==> config.mk <==
export PLATFORM = sky130hd
export DESIGN_NAME = demux18_tdm
export DESIGN_NICKNAME = d
export VERILOG_FILES = /design/src/rtl/demux18_tdm.sv
export SDC_FILE = /design/constraint.sdc
export NUM_CORES = 1
export LEC_CHECK = 0
export BUFFER_PORTS_ARGS = -buffer_cell sky130_fd_sc_hd__buf_4
export CAP_MARGIN = 20
export CORE_UTILIZATION = 28
export CTS_CLUSTER_SIZE = 10
export DETAILED_ROUTE_END_ITERATION = 8
export PLACE_DENSITY = 0.49
export SLEW_MARGIN = 20
export SYNTH_ARGS = -nofsm -noshare
export SYNTH_HDL_FRONTEND = slang
export SYNTH_SLANG_ARGS = --single-unit
==> constraint.sdc <==
create_clock -name clk -period 1.6 [get_ports clk]
set_input_delay 0 -clock clk [delete_from_list [all_inputs] [get_ports clk]]
set_output_delay 0 -clock clk [all_outputs]
set_load 0.03 [all_outputs]
==> src/rtl/demux18_tdm.sv <==
// Receive side of the 8:1 TDM link: tracks the slot index of a serial line and
// rebuilds the 8-bit channel word, either double-buffered or updated per slot.
module demux18_tdm #(
   parameter int UPDATE_MODE = 0,
   parameter int SYNC_CHECK  = 1
) (
   input  logic       clk,
   input  logic       rst_n,
   input  logic       x,
   input  logic       en,
   input  logic       sync,
   output logic [2:0] s,
   output logic [7:0] o,
   output logic       valid,
   output logic       err
);

   typedef enum logic {
      IDLE,
      RUN
   } state_t;

   localparam bit PER_SLOT   = (UPDATE_MODE != 0);
   localparam bit CHECK_SYNC = (SYNC_CHECK != 0);

   state_t     state, state_nxt;
   logic [2:0] s_nxt;
   logic [7:0] shadow, shadow_nxt;
   logic [7:0] o_nxt;
   logic       valid_nxt;
   logic       err_nxt;
   logic       realign;

   // A sync away from slot 0 abandons the partial frame, including at slot 7,
   // so valid and err can never fire together.
   assign realign = sync && (s != 3'd0) && CHECK_SYNC;

   always_ff @(posedge clk or negedge rst_n) begin
      if (!rst_n) begin
         state  <= IDLE;
         s      <= 3'd0;
         shadow <= 8'h00;
         o      <= 8'h00;
         valid  <= 1'b0;
         err    <= 1'b0;
      end else begin
         state  <= state_nxt;
         s      <= s_nxt;
         shadow <= shadow_nxt;
         o      <= o_nxt;
         valid  <= valid_nxt;
         err    <= err_nxt;
      end
   end

   always_comb begin
      state_nxt  = state;
      s_nxt      = s;
      shadow_nxt = shadow;
      o_nxt      = o;
      valid_nxt  = 1'b0;
      err_nxt    = 1'b0;

      case (state)
         IDLE: begin
            if (en && sync) begin
               shadow_nxt[0] = x;
               s_nxt         = 3'd1;
               state_nxt     = RUN;
               if (PER_SLOT) o_nxt[0] = x;
            end
         end

         RUN: begin
            if (en) begin
               if (realign) begin
                  shadow_nxt = {7'b0, x};
                  s_nxt      = 3'd1;
                  err_nxt    = 1'b1;
                  if (PER_SLOT) o_nxt[0] = x;
               end else begin
                  shadow_nxt[s] = x;
                  if (PER_SLOT) o_nxt[s] = x;
                  if (s == 3'd7) begin
                     // Double-buffered mode publishes the whole frame at once.
                     if (!PER_SLOT) o_nxt = shadow_nxt;
                     valid_nxt = 1'b1;
                     s_nxt     = 3'd0;
                  end else begin
                     s_nxt = s + 3'd1;
                  end
               end
            end
         end

         default: state_nxt = IDLE;
      endcase
   end

endmodule

## Yosys cells after proc, flatten, opt, wreduce, memory -nomap -nowiden

Cells that the tools add are included.
Widths: inputs -> output; s select.

| cells by class | value |
|---|---|
| bitwise logic cells | 2 |
| magnitude comparators | 2 |
| eq/ne operators | 3 |
| multiplexer cells | 21 |
| add/sub/neg operators | 1 |
| reductions and logical operators | 7 |

Operators with widths:

| cell | number |
|---|---|
| $mux 1 | 12 |
| $mux 3 | 4 |
| $bwmux 8 | 1 |
| $mux 8 | 1 |
| $pmux 3 s2 | 1 |
| $lt 3x4->1 const B | 1 |
| $ne 2x2->1 const B | 2 |
| $reduce_and 2->1 | 2 |
| $reduce_and 4->1 | 1 |
| $add 3x1->3 const B | 1 |
| $demux 1 s3 | 1 |
| $eq 3x3->1 const B | 1 |
| $ge 3x1->1 const B | 1 |
| $logic_and 1x1->1 | 3 |
| $reduce_bool 3->1 | 1 |
| $not 1->1 | 2 |
| $pmux 1 s2 | 1 |

| storage, ports and cells | value |
|---|---|
| register bits | 22 |
| input bits | 5 |

## Longest topological paths before layout

Gate-level depths: netlist (run 1).

| logic depth | value |
|---|---|
| word-level depth | 8 |
| gate-level depth with buffers | 6 |
| gate-level depth less buffers | 5 |

## Worst setup path before layout (run 1)

OpenSTA, ideal clock, no wires.

| timing path | value |
|---|---|
| path kind | reg2reg |
| start point | register s[0] |
| end point | register o[0] |
| slack | -233 ps |
| period minus slack after synthesis | 1833 ps |
| cell stages (with the launch flop) | 7 |
| arrival time | 1708 ps |
| path through | dfrtp_1 > buf_2 > inv_1 > ha_1 > nand2b_1 > a21oi_4 > mux2_4 |

| on the way | value |
|---|---|
| cells in the longest elaborated chain, start to end | 5 |

Ends and longest elaborated chain:

| element | RTL line | text |
|---|---|---|
| start, declared | 12 | `output logic [2:0] s,` |
| start signal, assigned | 48 | `s <= s_nxt;` |
| $lt 3x4->1 (implied by the code) / $ge 3x1->1 (equally long branches) | 82 | `shadow_nxt[s] = x;` |
| $logic_and 1x1->1 (implied by the code) | 82 |  |
| $mux 1 (implied by the code) | 82 |  |
| $demux 1 s3 | 82 |  |
| $bwmux 8 | 82 |  |
| end signal, assigned | 50 | `o <= o_nxt;` |
| end, declared | 13 | `output logic [7:0] o,` |

Several ways; a longest one is shown, not always the timed one.
A chain may end at the register's enable or synchronous reset.

## Worst setup path in the final report (run 1)

| timing path | value |
|---|---|
| start point | register s[0] |
| end point | register shadow[0] |

| on the way | value |
|---|---|
| cells in the longest elaborated chain, start to end | 8 |

Ends and longest elaborated chain:

| element | RTL line | text |
|---|---|---|
| $lt 3x4->1 (implied by the code) / $ge 3x1->1 (equally long branches) | 82 |  |
| $logic_and 1x1->1 (implied by the code) | 82 |  |
| $mux 1 (implied by the code) | 82 |  |
| $demux 1 s3 | 82 |  |
| $bwmux 8 | 82 |  |
| $mux 8 (*) | 76 | `if (realign) begin` |
| $mux 1 (*) | 75 | `if (en) begin` |
| $pmux 1 s2 (*) | 64 | `case (state)` |
| end signal, assigned | 49 | `shadow <= shadow_nxt;` |
| end, declared | 28 | `logic [7:0] shadow, shadow_nxt;` |

Mark *: on every way between the ends. The rest lies on a longest branch, timed or not. The select of a mux whose other input is x is not followed.

==> results of run 1 <==
registers in the layout, summed over array words and instances (netlist names):
name    cells
err         1
state       1
shadow      8
valid       1
o           8
s           3
layout by cell type (no fill, tap or decap):
cell type and count:
nor3_1 1, buf_4 26, nand3_2 1, a21o_1 2
nor3b_2 1, o21ai_0 6, dfrtp_1 19, mux2_2 4
o22ai_1 1, a32oi_1 2, a32o_1 1, ha_4 2
mux2_4 3, nand2b_4 1, dfrtp_2 3, nand2_1 6
clkbuf_8 4, inv_4 2, mux2i_1 10, nor3b_1 2
ha_1 2, buf_6 4, and3_1 1, nand3b_1 4
a21oi_4 1, dlygate4sd3_1 2, and2_1 1, nand3_1 1
a22o_1 3, inv_1 7, a21oi_1 1
power breakdown:
part | internal, mW | switching, mW
Clock | 0.219 | 0.174
Combinational | 0.598 | 0.632
Sequential | 0.734 | 0.131
Total | 1.55 | 0.937
layer usage:
metal / share of wire / GRT usage
met5: 0 / 0
met1: 0.45 / 0.1635
met2: 0.48 / 0.2132
met3: 0.055 / 0.03571
met4: 0.010 / 0.03333
worst paths after layout:
path | startpoint | to | slack, ns | cells after the start
setup / recovery | s[0] | shadow[0] | 0.02 | 6
hold / removal | sync | state | 0.03 | 2
setup reg to reg | s[0] | shadow[0] | 0.02 | 6
hold reg to reg | shadow[3] | shadow[3] | 0.49 | 2
max in group asynchronous | rst_n | s[0] | 1.20 | 2
min in group asynchronous | rst_n | o[7] | 0.16 | 2
cell type report:
class | instances | area, µm² | area share
repair buffers | 32 | 260.3 | 0.1751
inverters | 9 | 38.79 | 0.02609
flip-flops and latches | 22 | 554.3 | 0.3729
multi-input cells | 57 | 518.0 | 0.3485
well taps | 48 | 60.06 | 0.04040
clock buffers | 4 | 55.05 | 0.03704
critical path: stages (launching register included):
cell,delay (ns)
dfrtp_2,0.46
buf_6,0.14
inv_4,0.05
ha_4,0.13
nand3b_1,0.11
a32oi_1,0.23
mux2_2,0.35
logic make-up after synthesis:
family                   Yosys count  synth area share
adder cells (fa/ha/maj)            4           0.04603
AO/OA/AOI/OAI                     17            0.1162
flip-flops                        22            0.5063
AND/OR/NAND/NOR                   19            0.1047
buffers and inverters             14           0.05178
multiplexers                      17            0.1749
synth_stat cells:
master and instances:
dfrtp_1 22, mux2i_1 10, inv_1 9, nand2_1 6
o21ai_0 6, ha_1 4, mux2_2 4, nand3b_1 4
a22o_1 3, buf_2 3, mux2_4 3, nor3b_1 3
a21o_1 2, a32oi_1 2, clkbuf_1 2, a21oi_1 1
a21oi_4 1, a32o_1 1, and2_1 1, and3_1 1
nand2b_1 1, nand3_1 1, nand3_2 1, nor3_1 1
o22ai_1 1
repair_timing:
item,CTS,global route
resized for setup,1,6
setup endpoints to repair,1,11
hold buffers,2,0
pin swaps,2,2
endpoints found under the hold margin,23,0
buffers inserted,2,2
==> flow_summary.yaml, run 1 <==
place:
  place_area_um2: 1349
  dp_hpwl_mm: 1.691
  dp_cells: 162
  io_buffers: 17
  place_ws_ns: -0.01175
  globalplace.congestion: 0.7545
sta:
  slew_headroom: 0.7531
  finalCritPeriodShare: 0.9902
  worst_slack_ns: 0.01567
  final_period_minus_worst_setup_slack_ns: 1.584
  whs_ns: 0.02564
  fin_worst_skew_ns: 0.002088
  worst_slew_pin_slew_ns: 0.3703
  fin_tns_setup_ns: 0
  fmax_mhz: 631.2
  slew_violations: 0
  finalSetupViolCount: 0
  rsz0062_at_grt: "yes"
  finalHoldViolCount: 0
synth:
  yosysSeqAreaShare: 0.5063
  avgSynthCellArea_um2: 11.69
  netlist_area_um2: 1087
  synth_cells: 93
  synth_top_area_frac: 0.5063
  ys_top_cells_by_area: "dfrtp_1 51%, mux2i_1 9.2%, ha_1 4.6%, mux2_2 4.1%, mux2_4 4.1%"
  synth-seq-cells: 22
  synth_cell_types: 25
  synthesis.nets: 102
  synth_top_area_cell: "dfrtp_1"
  yosysWarnings: 0
die:
  die-width_um: 64.32
  start_util: 0.2948
  rows: 22
  die_h_um: 64.32
  coreArea_um2: 3689
  dieArea_um2: 4136
  ioPinCount: 18
power:
  leakage_nw: 0.6947
  total_power_mw: 2.488
  power_density_nw_per_um2: 1673
  ir_worst_vdd_v: 0.0006552
clocking:
  clockBufferDepth: 2
  clock_latency_ns: 0.26
  cts_tree: "done"
  cts_sinks: 22
  root_buffer: "clkbuf_8"
  cts-buffers-inserted: 3
  htree_levels: 1
  cts.clk_slew.worst_paths_ns: 0.08
grt:
  antenna_found_initial: 0
  grt_max_degree: 23
  grt_pass1_wl_mm: 3.988
  grt_usage: 0.1287
  grt_overflow: 0
  grt_pass1_vias: 834
cells_and_area:
  area_delta_synth_final_pct: 36.71
  finalCoreUtilization: 0.4030
  instances_no_fill: 172
  drive_above_1_share: 0.4194
  final_nets: 134
  final_cell_area_um2: 1486
  fillers: 382
  diodes: 0
drt:
  drtPass1Iterations: 4
  wl_per_cell_um: 13.30
  drt_wl_total_mm: 2.288
  vias_per_cell: 4.593
  vias: 790
  drtIter0Drc: 36
  post-route-drc-count: 0
  ant_nets: 0
flow_run:
  drv_cap: 0
worst_setup_path:
  critPathKind: "flip-flop to flip-flop"
  arrival_ns: 1.74
  start_kind: "flip-flop"
  crit_required_ns: 1.75
  path_max_fanout: 5
  cp-end-kind: "flip-flop"
status:
  status: "complete, no violations"
min_path:
  hold_path_class: "input pin to flip-flop"
No activity file was read; power rests on OpenSTA's default activity.
==> run 2: changes to the inputs <==
==> constraint.sdc (replaced) <==
create_clock -name clk -period 1.6 [get_ports clk]
set_input_delay 0.08 -clock clk [delete_from_list [all_inputs] [get_ports clk]]
set_output_delay 0.08 -clock clk [all_outputs]
set_load 0.03 [all_outputs]
==> run 2 against run 1 <==
Non-clock buffer count is 1 lower. Clock power about the same. Count of clock-buffer cells in the layout is the same. First-iteration DRC count decreased by 17%. Sequential share of layout area grew 0.25 points. Critical path type unchanged. Critical endpoint unchanged. Largest cell class unchanged. Sequential power is essentially flat. Largest power group unchanged. Combinational power hardly changed.
==> flow_summary.yaml, run 2 (same netlist as run 1, synthesis figures left out) <==
die:
  die-width_um: 64.32
  rows: 22
  die_h_um: 64.32
  coreArea_um2: 3689
  dieArea_um2: 4136
  ioPinCount: 18
  start_util: 0.2948
worst_setup_path:
  rr_worst_depth: 6
  arrival_ns: 1.74
  crit_required_ns: 1.75
  start_kind: "flip-flop"
  regToRegSetupSlack_ns: 0.01
  cp-startpoint: "s[0]"
  endpoint: "shadow[0]"
  r2r-start: "s[0]"
  cp-end-kind: "flip-flop"
  path_max_fanout: 5
  rr_endpoint: "shadow[0]"
  critPathKind: "flip-flop to flip-flop"
sta:
  finalSetupViolCount: 0
  slew_violations: 0
  fin_worst_skew_ns: 0.002088
  finalHoldViolCount: 0
  final_period_minus_worst_setup_slack_ns: 1.587
  finalCritPeriodShare: 0.9919
  rsz0062_at_grt: "yes"
  fin_tns_setup_ns: 0
  worst_slew_pin_slew_ns: 0.3702
  slew_headroom: 0.7532
  fmax_mhz: 630.1
clocking:
  root_buffer: "clkbuf_8"
  cts_tree: "done"
  clockBufferDepth: 2
  cts.clk_slew.worst_paths_ns: 0.08
  cts-buffers-inserted: 3
  htree_levels: 1
  clock_latency_ns: 0.26
  cts_sinks: 22
min_path:
  hold_path_class: "input pin to flip-flop"
grt:
  grt_usage: 0.1287
  grt_pass1_vias: 834
  grt_max_degree: 23
  grt_overflow: 0
  grt_pass1_wl_mm: 3.988
  antenna_found_initial: 0
cells_and_area:
  mostFrequentLayoutCells: "26 x buf_4, 19 x dfrtp_1, 10 x mux2i_1"
  drive_above_1_share: 0.4228
  area_delta_synth_final_pct: 35.79
  final_common_cell: "buf_4"
  diodes: 0
  final_nets: 133
  fillers: 386
  top_regs: "o x8, shadow x8, s x3"
place:
  dp_hpwl_mm: 1.691
  io_buffers: 17
  globalplace.congestion: 0.7545
drt:
  vias: 781
  post-route-drc-count: 0
  ant_nets: 0
  drtPass1Iterations: 4
  wl_per_cell_um: 13.42
  vias_per_cell: 4.567
  drt_wl_total_mm: 2.294
  drtIter0Drc: 30
power:
  ir_worst_vdd_v: 0.0006551
  total_power_mw: 2.487
  power_density_nw_per_um2: 1685
  leakage_nw: 0.6905
flow_run:
  drv_cap: 0
status:
  status: "complete, no violations"
-- run 2: cell types whose count changed in the layout (fill, tap and decap cells not counted), sizes merged --
cell | before | now
dlygate4sd3 | 2 | 1
-- run 2: per-layer routing --
layer	vias up	wire length, µm	share of wire	global-route usage
met1	378	1059	0.46	0.1635
met4	0	23	0.010	0.03333
met3	4	112	0.049	0.03571
met2	16	1099	0.48	0.2132
li1	383	-	-	-
met5	-	0	0	0
-- run 2: worst min path at each step --
stage / depth (start not counted) / to / start / slack [ns]
final: 2 / state / en / 0.08
after detailed placement: 1 / o[7] / rst_n / -0.009
after CTS: 2 / state / en / 0.07
after global routing: 2 / state / en / 0.08
after floorplan: 0 / err / rst_n / -0.22
after global placement: 1 / o[7] / rst_n / -0.01
-- run 2: power by group --
part / switching, mW / internal (mW) / total [mW]
logic: 0.632 / 0.597 / 1.23
clock network: 0.174 / 0.219 / 0.393
registers: 0.132 / 0.734 / 0.866
-- run 2: what timing repair did --
item	4_1_cts	5_1_grt
pin swaps	2	2
hold endpoints to repair	22	0
gates resized for setup	1	6
endpoints found under the setup margin	1	11
hold buffers	1	0
buffers inserted	2	2
-- run 2: cell type report --
| type | count | area, µm² | share of cell area |
|---|---|---|---|
| sequential | 22 | 554.3 | 0.3754 |
| multi-input combinational | 57 | 518.0 | 0.3508 |
| timing repair buffer | 31 | 250.2 | 0.1695 |
| tap | 48 | 60.06 | 0.04068 |
| clock buffer | 4 | 55.05 | 0.03729 |
| inverter | 9 | 38.79 | 0.02627 |
-- run 2: worst max-delay path, stage by stage (launching register included) --
cell	delay [ns]
dfrtp_2	0.46
buf_6	0.14
inv_4	0.05
ha_4	0.14
nand3b_1	0.12
a32oi_1	0.23
mux2_2	0.35
-- run 2: through the flow --
step | setup WS [ns] | hold WS, ns | util | area, µm² | std cells
after CTS | 0.01302 | 0.06832 | 0.3884 | 1433 | 169
after global routing | -0.04763 | 0.07976 | 0.4003 | 1476 | 171
after global placement | 0.01056 | -0.01254 | 0.3657 | 1349 | 162
after floorplan | -0.02736 | -0.2156 | - | 1129 | 93
final | 0.01302 | 0.07864 | 0.4003 | 1476 | 171
after detailed placement | -0.01175 | -0.009244 | 0.3657 | 1349 | 162
==> run 3: changes to the inputs <==
Settings changed: SETUP_SLACK_MARGIN from default to 0.5.
==> run 3 against run 2 <==
Routed wire length grew 6.8%. Flip-flop and latch count is the same. Clock skew shrank 0.00069 ns. Non-clock buffer count is the same. Critical path type unchanged.
==> flow_summary.yaml, run 3 (same netlist as run 1, synthesis figures left out) <==
cells_and_area:
  mostFrequentLayoutCells: "19 x dfrtp_1, 19 x buf_4, 9 x mux2i_1"
  top_regs: "o x8, shadow x8, s x3"
  final_cell_area_um2: 1613
  area_delta_synth_final_pct: 48.33
  diodes: 0
  fillers: 354
  drive_above_1_share: 0.5447
  final_nets: 133
sta:
  fin_worst_skew_ns: 0.001402
  worst_slack_ns: 0.04821
  finalCritPeriodShare: 0.9699
  final_period_minus_worst_setup_slack_ns: 1.552
  fmax_mhz: 644.4
  slew_violations: 0
  rsz0062_at_grt: "yes"
  finalSetupViolCount: 0
  finalHoldViolCount: 0
  slew_headroom: 0.8079
  worst_slew_pin_slew_ns: 0.2882
power:
  leakage_nw: 0.7313
  power_density_nw_per_um2: 1730
  total_power_mw: 2.790
  ir_worst_vdd_v: 0.0006570
clocking:
  cts_sinks: 22
  cts_tree: "done"
  root_buffer: "clkbuf_8"
  cts-buffers-inserted: 3
  clock_latency_ns: 0.26
  clockBufferDepth: 2
  cts.clk_slew.worst_paths_ns: 0.08
  htree_levels: 1
place:
  io_buffers: 17
  dp_hpwl_mm: 1.612
  globalplace.congestion: 0.7261
  place_area_um2: 1344
  place_ws_ns: -0.04488
grt:
  grt_pass1_vias: 834
  grt_max_degree: 23
  grt_overflow: 0
  grt_usage: 0.1338
  grt_pass1_wl_mm: 4.167
  antenna_found_initial: 0
worst_setup_path:
  start_kind: "flip-flop"
  path_max_fanout: 4
  cp-end-kind: "flip-flop"
  crit_required_ns: 1.75
  arrival_ns: 1.70
  critPathKind: "flip-flop to flip-flop"
die:
  start_util: 0.2948
  die-width_um: 64.32
  ioPinCount: 18
  die_h_um: 64.32
  rows: 22
  coreArea_um2: 3689
  dieArea_um2: 4136
flow_run:
  drv_cap: 0
drt:
  vias: 806
  wl_per_cell_um: 14.33
  drt_wl_total_mm: 2.450
  ant_nets: 0
  drtPass1Iterations: 2
  post-route-drc-count: 0
  drtIter0Drc: 49
  vias_per_cell: 4.713
status:
  status: "complete, no violations"
min_path:
  hold_path_class: "input pin to flip-flop"
[run 3: changes by cell type in the layout (fill, tap and decap cells not counted), moves of 2 or more]
cell,change
nor3b_4,+3
ha_2,+2
buf_6,+4
nor3b_1,-2
o21ai_0,-5
buf_4,-7
o21ai_2,+5
mux2_2,-2
mux2_4,+2
[run 3: worst max-delay path: stages (launching register included)]
cell and delay, ns:
dfrtp_2 0.44, buf_12 0.15, clkinv_8 0.04, ha_4 0.13, nand3b_1 0.11, a32oi_1 0.23, mux2_2 0.35
[run 3: report_power, final]
group / switching [mW] / internal [mW] / total (mW)
logic: 0.763 / 0.769 / 1.53
clock network: 0.179 / 0.219 / 0.399
registers: 0.126 / 0.734 / 0.860
total: 1.07 / 1.72 / 2.79
[run 3: repair_timing]
item | in CTS | in global routing
gates resized for setup | 25 | 13
buffers inserted | 6 | 1
hold buffers | 1 | 0
pin swaps | 12 | 8
hold endpoints to repair | 22 | 0
endpoints found under the setup margin | 22 | 23
[run 3: layout make-up]
type                       instances  area [µm²]  share of cell area
multi-input combinational         57       611.8              0.3794
sequential                        22       554.3              0.3437
timing repair buffer              31       282.8              0.1753
tap                               48       60.06             0.03724
clock buffer                       4       55.05             0.03413
inverter                           9       48.80             0.03026
[run 3: through the flow]
step / utilization / hold WS [ns] / cells / setup TNS, ns
2_1_floorplan: - / -0.2156 / 93 / -0.08208
3_3_place_gp: 0.3643 / -0.009117 / 159 / -0.03561
3_5_place_dp: 0.3643 / -0.005939 / 159 / -0.04488
4_1_cts: 0.4213 / 0.07658 / 170 / 0
5_1_grt: 0.4372 / 0.09069 / 171 / -0.1601
6_report: 0.4372 / 0.07749 / 171 / 0
[run 3: final timing paths]
path,endpoint,start,cells past startpoint,slack (ns)
worst min register to register,shadow[3],shadow[3],2,0.49
worst max-delay path,shadow[0],s[0],6,0.05
max in group asynchronous,s[1],rst_n,2,1.11
min in group asynchronous,shadow[6],rst_n,2,0.25
worst min-delay path,state,en,2,0.08
worst max register to register,shadow[0],s[0],6,0.05
[run 3: metal layers]
metal	share of wire	wire length (µm)	track usage
met2	0.45	1095	0.1921
met4	0.018	44	0.06389
met5	0	0	0
met3	0.031	76	0.02143
met1	0.50	1234	0.1929
